File: config.mk
export PLATFORM = sky130hd
export DESIGN_NAME = pavana_tid_alloc
export DESIGN_NICKNAME = d
export VERILOG_FILES = /design/src/rtl/pavana_xbar_pkg.sv /design/src/rtl/pavana_prio_enc.sv /design/src/rtl/pavana_tid_alloc.sv
export SDC_FILE = /design/constraint.sdc
export NUM_CORES = 1
export LEC_CHECK = 0
export ABC_AREA = 1
export BUFFER_PORTS_ARGS = -buffer_cell sky130_fd_sc_hd__buf_2
export CAP_MARGIN = 25
export CORE_AREA = 3 3 40 42
export CTS_CLUSTER_DIAMETER = 40
export DETAILED_ROUTE_END_ITERATION = 8
export DIE_AREA = 0 0 43 45
export GPL_TIMING_DRIVEN = 0
export HOLD_SLACK_MARGIN = 0.06
export PLACE_DENSITY = 0.64
export SLEW_MARGIN = 0
export SYNTH_ARGS = -nofsm -noshare
export SYNTH_HDL_FRONTEND = slang
export SYNTH_SLANG_ARGS = --single-unit
File: constraint.sdc
create_clock -name clk_i -period 4.4 [get_ports clk_i]
set_clock_uncertainty 0.2 [all_clocks]
set_input_delay 0.88 -clock clk_i [delete_from_list [all_inputs] [get_ports clk_i]]
set_output_delay 0.88 -clock clk_i [all_outputs]
set_load 0.05 [all_outputs]
File: src/rtl/pavana_xbar_pkg.sv
// Shared constants and helpers for the crossbar slave-side TID allocator.
package pavana_xbar_pkg;

  // Default tag width; the pool holds 2**TAG_WIDTH tags.
  localparam int TAG_WIDTH_DEF = 2;

  // Crossbar command encoding.
  localparam logic CMD_RD = 1'b0;
  localparam logic CMD_WR = 1'b1;

  // Number of tags in a pool addressed by a tag of the given width.
  function automatic int ntags(input int tag_width);
    return 1 << tag_width;
  endfunction

endpackage

File: src/rtl/pavana_prio_enc.sv
// Lowest-zero-bit finder: returns the index of the lowest clear bit and
// whether any clear bit exists at all.
module pavana_prio_enc #(
  parameter int W  = 4,
  parameter int IW = 2
) (
  input  logic [W-1:0]  vec_i,
  output logic [IW-1:0] idx_o,
  output logic          found_o
);

  // Scan from the top down so the last (lowest) clear bit wins.
  always_comb begin
    idx_o   = '0;
    found_o = 1'b0;
    for (int i = W - 1; i >= 0; i--) begin
      if (!vec_i[i]) begin
        idx_o   = IW'(i);
        found_o = 1'b1;
      end
    end
  end

endmodule

File: src/rtl/pavana_tid_alloc.sv
// Per-slave read TID allocator and issue gate. Hands the lowest free tag to
// each accepted read, stalls reads when no tag is free or the response
// sequencer cannot take another tag, and recycles tags on slave responses.
module pavana_tid_alloc
  import pavana_xbar_pkg::*;
#(
  parameter int TAG_WIDTH       = TAG_WIDTH_DEF,
  parameter int MAX_OUTSTANDING = 4
) (
  input  logic                 clk_i,
  input  logic                 rst_i,
  input  logic                 m_req_i,
  input  logic                 m_cmd_i,
  output logic                 m_ack_o,
  output logic                 s_req_o,
  input  logic                 s_ack_i,
  output logic [TAG_WIDTH-1:0] s_reqtid_o,
  input  logic                 s_resp_i,
  input  logic [TAG_WIDTH-1:0] s_resptid_i,
  input  logic                 seq_full_i,
  output logic                 tag_wr_o,
  output logic [TAG_WIDTH:0]   outstanding_o,
  output logic                 busy_o,
  output logic                 err_o
);

  localparam int                 NTAGS   = ntags(TAG_WIDTH);
  localparam logic [TAG_WIDTH:0] MAX_OUT = (TAG_WIDTH + 1)'(MAX_OUTSTANDING);

  logic [NTAGS-1:0]     busy_q, busy_d;
  logic [TAG_WIDTH:0]   out_q, out_d;
  logic                 err_q, err_d;

  logic [TAG_WIDTH-1:0] free_idx;
  logic                 free_found;
  logic                 any_free;
  logic                 rd_ok;
  logic                 alloc;
  logic                 rel_hit;
  logic                 rel_bad;

  // Free-tag search looks only at registered state, so a tag released this
  // cycle is not visible until the next one.
  pavana_prio_enc #(
    .W  (NTAGS),
    .IW (TAG_WIDTH)
  ) u_prio_enc (
    .vec_i   (busy_q),
    .idx_o   (free_idx),
    .found_o (free_found)
  );

  // Issue gate and request handshake; writes bypass the tag pool entirely.
  always_comb begin
    any_free   = free_found && (out_q < MAX_OUT);
    rd_ok      = any_free && !seq_full_i;
    s_reqtid_o = any_free ? free_idx : '0;
    s_req_o    = m_req_i && ((m_cmd_i == CMD_WR) || rd_ok);
    m_ack_o    = s_req_o && s_ack_i;
    alloc      = m_ack_o && (m_cmd_i == CMD_RD);
    tag_wr_o   = alloc;
    rel_hit    = s_resp_i && busy_q[s_resptid_i];
    rel_bad    = s_resp_i && !busy_q[s_resptid_i];
  end

  // Next-state for bitmap, counter and sticky error. An allocated tag is
  // always free and a released tag always busy, so both bit updates can be
  // applied in the same cycle without conflict.
  always_comb begin
    busy_d = busy_q;
    out_d  = out_q;
    err_d  = err_q || rel_bad;
    if (alloc) begin
      busy_d[s_reqtid_o] = 1'b1;
    end
    if (rel_hit) begin
      busy_d[s_resptid_i] = 1'b0;
    end
    case ({alloc, rel_hit})
      2'b10:   out_d = out_q + 1'b1;
      2'b01:   out_d = out_q - 1'b1;
      default: out_d = out_q;
    endcase
  end

  // State registers; reset returns every tag to the pool immediately.
  always_ff @(posedge clk_i or negedge rst_i) begin
    if (!rst_i) begin
      busy_q <= '0;
      out_q  <= '0;
      err_q  <= 1'b0;
    end else begin
      busy_q <= busy_d;
      out_q  <= out_d;
      err_q  <= err_d;
    end
  end

  assign outstanding_o = out_q;
  assign busy_o        = |out_q;
  assign err_o         = err_q;

endmodule

==> results.toml, run 1 <==
[timing]
hold_viol_final = 0
max_slew_margin_pct = 83.5
max_freq_ghz = 0.359
layout_setup_ws_ps = 1620
period_share_pct = 63.3
final.min_clock_period_ps = 2790
setup_viol = 0
drv_slew = 0
rsz0062_at_grt = "no"
worst_pin_slew_ps = 249
fin_setup_tns_ps = 0
hold_ws_ps = 250

[critical_path]
startpoint_type = "input port"
reg2reg_depth = 9
critPathKind = "in -> out"
timing.rr.end = "outstanding_o[2]"
end_kind = "primary output"
r2r_start = "busy_q[3]"
critPathCapture = "m_ack_o"
crit_start = "seq_full_i"
required_ps = 3320
crit_arrival_ps = 1700
rrSetupSlack_ps = 2130
cp_max_fo = 2

[power]
p_switching_uw = 204
pwr-share-comb_pct = 53.6
power.share.sequential_pct = 32.1
vdd_ir_drop_max_mv = 0.332
cell_internal_pwr_uw = 188
switching_share_pct = 52.1
powerDensity_mw_per_mm2 = 597
p_leak_uw = 0.000340
clkPwrFrac_pct = 14.3

[grt]
grtUsageTotal_pct = 12.9
grt_pass1_wl_mm = 1.79
grt_max_degree = 9
grt_overflow = 0
grt_pass1_vias = 438
antenna_found_initial = 0

[clock_tree]
cts_max_path_buffers = 2
htree_num_levels = 1
clock_latency_ps = 260
postCtsHoldBufs = 0
cts_buffers = 3
clk_pin_slew_ps = 50
ctsResizeCount = 0
postCtsSetupBuffers = 0
cts_root_buf = "clkbuf_4"
clock-sinks = 8
cts_tree = "yes"

[routing]
drc = 0
totalWireLength_mm = 1.00
drt_pass1_iterations = 3
wl_per_cell_um = 10.1
via_per_inst = 4.75
vias = 470
ant_nets = 0
drt_iter0_markers = 3

[synthesis]
yosysTopAreaCellShare_pct = 38.1
syn_avg_cell_area_um2 = 8.34
synth.distinct_cells = 26
synth_most_common_cell = "nor2_1"
yosys-top-cells-count = "nor2_1, inv_1, dfrtp_1, nand2_1, nand3_1"
synth_area_leaders = "dfrtp_1, nor2_1, inv_1, nand3_1, nand4_4"
async_flop_share_pct = 100
synth_largest_area_cell = "dfrtp_1"
synth_edf_count = 0
synth_seq_area_share_pct = 38.1
synth_fp_nets = 74
synth_area_um2 = 526
dominantRegCellSynth = "dfrtp_1"
yosys_register_bits = 8
synth_cells = 63
ys_warn_count = 0

[layout]
drive_above_1_share_pct = 33.3
diodes = 0
nets = 97
num-fill-cells = 142
area_growth_pct = 25.0
post-route-util_pct = 51.1

[job]
drv_cap = 0

[place]
gp_congestion = 0.730
io_buffers = 18
pre_cts_slack_ps = 1600
hpwl_um = 843

[floorplanning]
ios = 19
rows = 13
initial_utilization_pct = 40.9
fp.dieH_um = 45
die_w_um = 43
fp.dieArea_mm2 = 0.00194
coreArea_mm2 = 0.00128

[hold_path]
hold_class = "in -> async"

[status]
status = "complete, no violations"
-- worst min path at each step --
| stage | startpoint | endpoint | slack (ps) | cells after the start |
|---|---|---|---|---|
| after detailed placement | err_o | err_o | 260 | 1 |
| after global routing | rst_i | busy_q[2] | 240 | 1 |
| after floorplan | busy_q[2] | busy_q[2] | 310 | 2 |
| after global placement | err_o | err_o | 250 | 1 |
| final | rst_i | busy_q[2] | 250 | 1 |
| after CTS | rst_i | busy_q[2] | 250 | 1 |
-- flip-flops by register name (all words and copies together) (netlist names) --
register / cells
outstanding_o: 3
err_o: 1
busy_q: 4
-- routing by layer --
layer / global-route usage [%] / vias to the layer above / wire length (um)
met5: 0 / - / 0
met4: 3.61 / 0 / 10
met3: 7.17 / 2 / 58
met2: 19.8 / 8 / 490
met1: 15.8 / 213 / 445
li1: - / 247 / -
-- critical path, stage by stage --
cell    delay, ps
buf_2         110
nor3_4        200
o21a_1        150
and2_1        110
buf_2         250
-- final cells by class --
type                            instances  area, um2  area share [%]
Sequential cell                         8        200            30.5
Clock buffer                            3       22.5            3.43
Inverter                               11       41.3            6.29
Timing Repair Buffer                   18       90.1            13.7
Multi-Input combinational cell         44        284            43.2
Tap cell                               15       18.8            2.86
-- cell families after synthesis --
kind of cell	share of synthesized area, %
adder cells (fa/ha/maj)	6.19
buffers and inverters	7.86
AND/OR/NAND/NOR	34.3
AO/OA/AOI/OAI	8.10
flip-flops	38.1
multiplexers	2.14
XOR/XNOR	3.33
-- power by group through the flow --
stage	Combinational (uW)	Clock, uW	Sequential (uW)
after global placement	210	0	128
after global routing	230	62.8	133
final	210	56.2	126
after CTS	212	58.5	127
after detailed placement	210	0	128
after floorplan	116	0	174
-- per-stage QoR --
| stage | total power (uW) | std cells | area [um2] |
|---|---|---|---|
| 5_1_grt | 426 | 99 | 657 |
| 3_5_place_dp | 338 | 96 | 634 |
| 3_3_place_gp | 338 | 96 | 634 |
| 2_1_floorplan | 290 | 63 | 526 |
| 4_1_cts | 398 | 99 | 657 |
| 6_report | 392 | 99 | 657 |
-- cells in the final DEF, fill, tap and decap left out, types with 2 or more instances in the layout --
| master | synthesis | layout |
|---|---|---|
| nand3_1 | 5 | 5 |
| nor3_1 | 2 | 2 |
| inv_1 | 10 | 10 |
| dfrtp_1 | 8 | 8 |
| clkbuf_4 | 0 | 3 |
| nor2_1 | 12 | 12 |
| a21oi_1 | 2 | 2 |
| nand2_1 | 5 | 5 |
| buf_2 | 0 | 18 |
Note: power is estimated with default switching activity, not from simulation.
==> inputs of run 2 (changes only) <==
Settings changed: ABC_AREA 1 to 0, PLACE_DENSITY 0.64 to 0.61.
Clock period 4.4 ns to 2.7 ns, I/O delays scaled along.
==> run 2 against run 1 <==
  * Setup slack worse by 1400 ps
  * Via count down 4.5%
  * Synthesized cell count down 22%
  * Total power up 53%
  * Register-to-register slack worse by 1900 ps
  * Clock power up 61%
  * Largest power group unchanged
==> results.toml, run 2 <==
[critical_path]
critical_path.cell_chain = "or4_4 -> nand2b_1 -> ha_1 -> fa_1 -> xnor2_1 -> nor2_1 -> xor2_1"
startpoint_type = "register"
reg2reg_depth = 7
end_kind = "register"
cpPeakStageDelay_ps = 570
critPathSlowestCell = "or4_4"
required_ps = 2670
crit_start = "outstanding_o[2]"
cp_max_fo = 6
r2r_start = "outstanding_o[2]"
critPathKind = "reg -> reg"
crit_arrival_ps = 2430

[clock_tree]
clock_latency_ps = 250
cts_buffers = 3
cts_tree = "yes"
postCtsSetupBuffers = 0
clk_pin_slew_ps = 50
cts_max_path_buffers = 2
htree_num_levels = 1
clock-sinks = 8
cts_root_buf = "clkbuf_4"

[status]
status = "complete, no violations"

[grt]
grt_pass1_wl_mm = 1.96
grtUsageTotal_pct = 13.6
grt_overflow = 0
antenna_found_initial = 0
grt_max_degree = 9
grt_pass1_vias = 454

[layout]
drive_above_1_share_pct = 38.0
area_growth_pct = 29.1
diodes = 0
instances_no_fill = 86
final_area_um2 = 627
top_register = "busy_q"
final_cell_mix = "buf_2, dfrtp_1, o21ai_0"
nets = 84
largest_register_ffs = 4
layout_commonest_cell = "buf_2"

[synthesis]
async_flop_share_pct = 100
synth_area_um2 = 485
synth_edf_count = 0
synth_cells = 49
synth_most_common_cell = "dfrtp_1"
syn_avg_cell_area_um2 = 9.91
ys_warn_count = 0
synth_area_leaders = "dfrtp_1, o21ai_0, mux2_2, a21oi_1, fa_1"
yosysTopAreaCellShare_pct = 41.2
synth_seq_area_share_pct = 41.2
synth.distinct_cells = 23
synth_largest_area_cell = "dfrtp_1"
yosys_register_bits = 8
synth_fp_nets = 60
dominantRegCellSynth = "dfrtp_1"
yosys-top-cells-count = "dfrtp_1, o21ai_0, a21oi_1, nor2_1"

[job]
drv_cap = 0

[routing]
drc = 0
ant_nets = 0
drt_pass1_iterations = 4
via_per_inst = 5.22
vias = 449
drt_iter0_markers = 7
wl_per_cell_um = 11.8
totalWireLength_mm = 1.02

[timing]
worst_pin_slew_ps = 254
max_freq_ghz = 0.407
hold_viol_final = 0
setup_viol = 0
fin_setup_tns_ps = 0
max_slew_margin_pct = 83.2
period_share_pct = 91.1
drv_slew = 0
rsz0062_at_grt = "no"
final.min_clock_period_ps = 2460
layout_setup_ws_ps = 241

[floorplanning]
initial_utilization_pct = 37.8
fp.dieArea_mm2 = 0.00194
fp.dieH_um = 45
die_w_um = 43
rows = 13
coreArea_mm2 = 0.00128
ios = 19

[power]
vdd_ir_drop_max_mv = 0.750
clkPwrFrac_pct = 15.1
cell_internal_pwr_uw = 302
p_leak_uw = 0.000295
p_switching_uw = 297
power.share.sequential_pct = 34.3
switching_share_pct = 49.5
pwr-share-comb_pct = 50.6
powerDensity_mw_per_mm2 = 955

[place]
postPlaceCellArea_um2 = 594
hpwl_um = 793
io_buffers = 18
pre_cts_slack_ps = 66.6
placed_cells = 82
gp_congestion = 0.704

[hold_path]
hold_class = "reg -> reg"
worstHoldStart = "err_o"
holdPathStages = 1
==> run 2: cell count changes in the layout (fill, tap and decap cells not counted), sizes merged, moves of 4 or more <==
| cell | previous run | this run |
|---|---|---|
| inv | 11 | 1 |
| o21ai | 2 | 6 |
| nand3 | 5 | 1 |
| nor2 | 13 | 4 |
==> run 2: worst max-delay path: cells and delay by family, from the launching register on <==
kind	cells	cell delay (ps)
DFF	1	440
adders and majority gates	2	620
and+or+nand+nor	3	840
xor gates and xnor gates	2	280
==> run 2: metal layers <==
layer  routed length, um  track usage [%]
met5                   0                0
met4                   0             1.81
met2                 531             23.4
met3                  66             7.17
met1                 420             15.5
==> run 2: cells by family (layout without fill, tap and decap cells) <==
group / count (synthesis) / count (layout) / synth area share, %
AOI/OAI and AO/OA: 12 / 12 / 13.4
xor gates and xnor gates: 3 / 3 / 5.41
adders and majority gates: 2 / 2 / 6.70
buffers and inverters: 1 / 23 / 0.772
DFF: 8 / 8 / 41.2
muxes: 4 / 4 / 8.76
and+or+nand+nor: 19 / 19 / 23.7
==> run 2: cell type report <==
class                      count  area, um2
timing repair buffer          19        100
multi-input combinational     40        282
tap                           15       18.8
sequential                     8        200
fill                         133        658
inverter                       1       3.75
clock buffer                   3       22.5
==> run 2: power groups by stage <==
stage	clock network, uW	logic (uW)	registers, uW
global placement	0	302	206
CTS	94.4	307	206
finish	90.5	303	205
global route	106	331	214
detailed placement	0	304	207
floorplan	0	155	278
==> run 2: final timing paths <==
| check | endpoint | slack, ps |
|---|---|---|
| setup reg to reg | outstanding_o[2] | 240 |
| max in group asynchronous | outstanding_o[1] | 1670 |
| min in group asynchronous | busy_q[2] | 460 |
| setup / recovery | outstanding_o[2] | 240 |
| hold reg to reg | err_o | 250 |
| hold / removal | err_o | 250 |
==> run 2: stage by stage <==
step                total power, uW  util [%]  hold slack, ps
floorplan                       433         -            44.4
global placement                508      46.3             196
detailed placement              511      46.3             197
CTS                             607      48.8             251
global route                    650      48.8             269
finish                          599      48.8             247
==> run 2: repair_timing <==
item / 4_1_cts / 5_1_grt
hold endpoints to repair: 8 / 0
hold buffers: 1 / 0
gates resized for setup: 0 / 0
==> inputs of run 3 (changes only) <==
Settings changed: PLACE_DENSITY 0.61 to not set.
==> run 3 against run 2 <==
  * Clock power barely moved
  * Final area did not move
  * Register-to-register slack hardly changed
  * Combinational power hardly changed
  * Wire length rose by 0.59%
  * Worst hold slack improved by 8.0 ps
  * Sequential share of layout area unchanged
  * Global-route usage fell by 0.72 points
  * Setup slack got worse by 5.1 ps
==> results.toml, run 3 (synthesis gave the netlist of run 2 again) <==
[status]
status = "complete, no violations"

[clock_tree]
cts_root_buf = "clkbuf_4"
clk_pin_slew_ps = 60
clock-sinks = 8
cts_max_path_buffers = 2
htree_num_levels = 1
ctsResizeCount = 0
cts_buffers = 3
clock_latency_ps = 250
cts_tree = "yes"
postCtsSetupBuffers = 0
postCtsHoldBufs = 1

[critical_path]
cpPeakStageDelay_ps = 570
critPathSlowestCell = "or4_4"
startpoint_type = "register"
required_ps = 2670
critical_path.cell_chain = "or4_4 -> nand2b_1 -> ha_1 -> fa_1 -> xnor2_1 -> nor2_1 -> xor2_1"
critPathKind = "reg -> reg"
cp_max_fo = 6
crit_arrival_ps = 2440
reg2reg_depth = 7
end_kind = "register"

[place]
hpwl_um = 841
gp_congestion = 0.771
pre_cts_slack_ps = 57.2
io_buffers = 18

[layout]
drive_above_1_share_pct = 38.0
top_register = "busy_q"
post-route-util_pct = 48.8
diodes = 0
final_cell_mix = "buf_2, dfrtp_1, o21ai_0"
num-fill-cells = 127
layout_commonest_cell = "buf_2"
largest_register_ffs = 4
area_growth_pct = 29.1
nets = 84

[grt]
grt_max_degree = 9
grt_pass1_vias = 421
antenna_found_initial = 0
grtUsageTotal_pct = 12.9
grt_overflow = 0
grt_pass1_wl_mm = 1.81

[routing]
via_per_inst = 5.06
ant_nets = 0
totalWireLength_mm = 1.02
vias = 435
drt_iter0_markers = 3
drc = 0
wl_per_cell_um = 11.9
drt_pass1_iterations = 4

[timing]
drv_slew = 0
hold_viol_final = 0
period_share_pct = 91.3
worst_pin_slew_ps = 252
final.min_clock_period_ps = 2460
max_slew_margin_pct = 83.3
setup_viol = 0
rsz0062_at_grt = "no"
max_freq_ghz = 0.406
layout_setup_ws_ps = 236
fin_setup_tns_ps = 0

[floorplanning]
initial_utilization_pct = 37.8
fp.dieH_um = 45
fp.dieArea_mm2 = 0.00194
coreArea_mm2 = 0.00128
rows = 13
ios = 19
die_w_um = 43

[hold_path]
hold_class = "reg -> reg"
holdPathStages = 1

[power]
vdd_ir_drop_max_mv = 0.403
powerDensity_mw_per_mm2 = 958
p_leak_uw = 0.000295

[job]
drv_cap = 0
[run 3: cell counts in the layout (fill, tap and decap cells not counted)]
No cell type changed its count.
[run 3: power by group]
group | internal [uW] | switching, uW
Combinational | 96.2 | 207
Clock | 50.8 | 39.9
Sequential | 155 | 51.7
[run 3: area by class of cell]
class	instances	area, um2	share of cell area (%)
multi-input cells	40	282	44.9
flip-flops and latches	8	200	31.9
repair buffers	19	100	16.0
clock buffers	3	22.5	3.59
well taps	15	18.8	2.99
inverters	1	3.75	0.599
[run 3: final timing paths]
kind,from,to,slack (ps)
setup reg to reg,outstanding_o[2],outstanding_o[2],240
setup / recovery,outstanding_o[2],outstanding_o[2],240
hold reg to reg,err_o,err_o,250
min in group asynchronous,rst_i,err_o,460
max in group asynchronous,rst_i,busy_q[0],1670
hold / removal,err_o,err_o,250
[run 3: metrics by stage]
| step | hold slack [ps] | cell area (um2) | instances | total power (uW) |
|---|---|---|---|---|
| global route | 285 | 627 | 86 | 647 |
| finish | 255 | 627 | 86 | 600 |
| detailed placement | 198 | 594 | 82 | 515 |
| floorplan | 44.4 | 485 | 49 | 433 |
| global placement | 196 | 594 | 82 | 505 |
| CTS | 256 | 627 | 86 | 610 |
[run 3: layer usage]
| layer | global-route usage [%] | vias up | share of wire, % |
|---|---|---|---|
| met5 | 0 | - | 0 |
| met4 | 7.23 | 0 | 0.88 |
| met3 | 2.39 | 2 | 5.9 |
| met2 | 20.7 | 13 | 46 |
| met1 | 16.4 | 204 | 47 |
| li1 | - | 216 | - |
[run 3: critical path: cells and delay by family, from the launching register on]
kind,cells,cell delay (ps)
XOR/XNOR,2,280
adder cells (fa/ha/maj),2,630
flip-flops,1,440
AND/OR/NAND/NOR,3,840
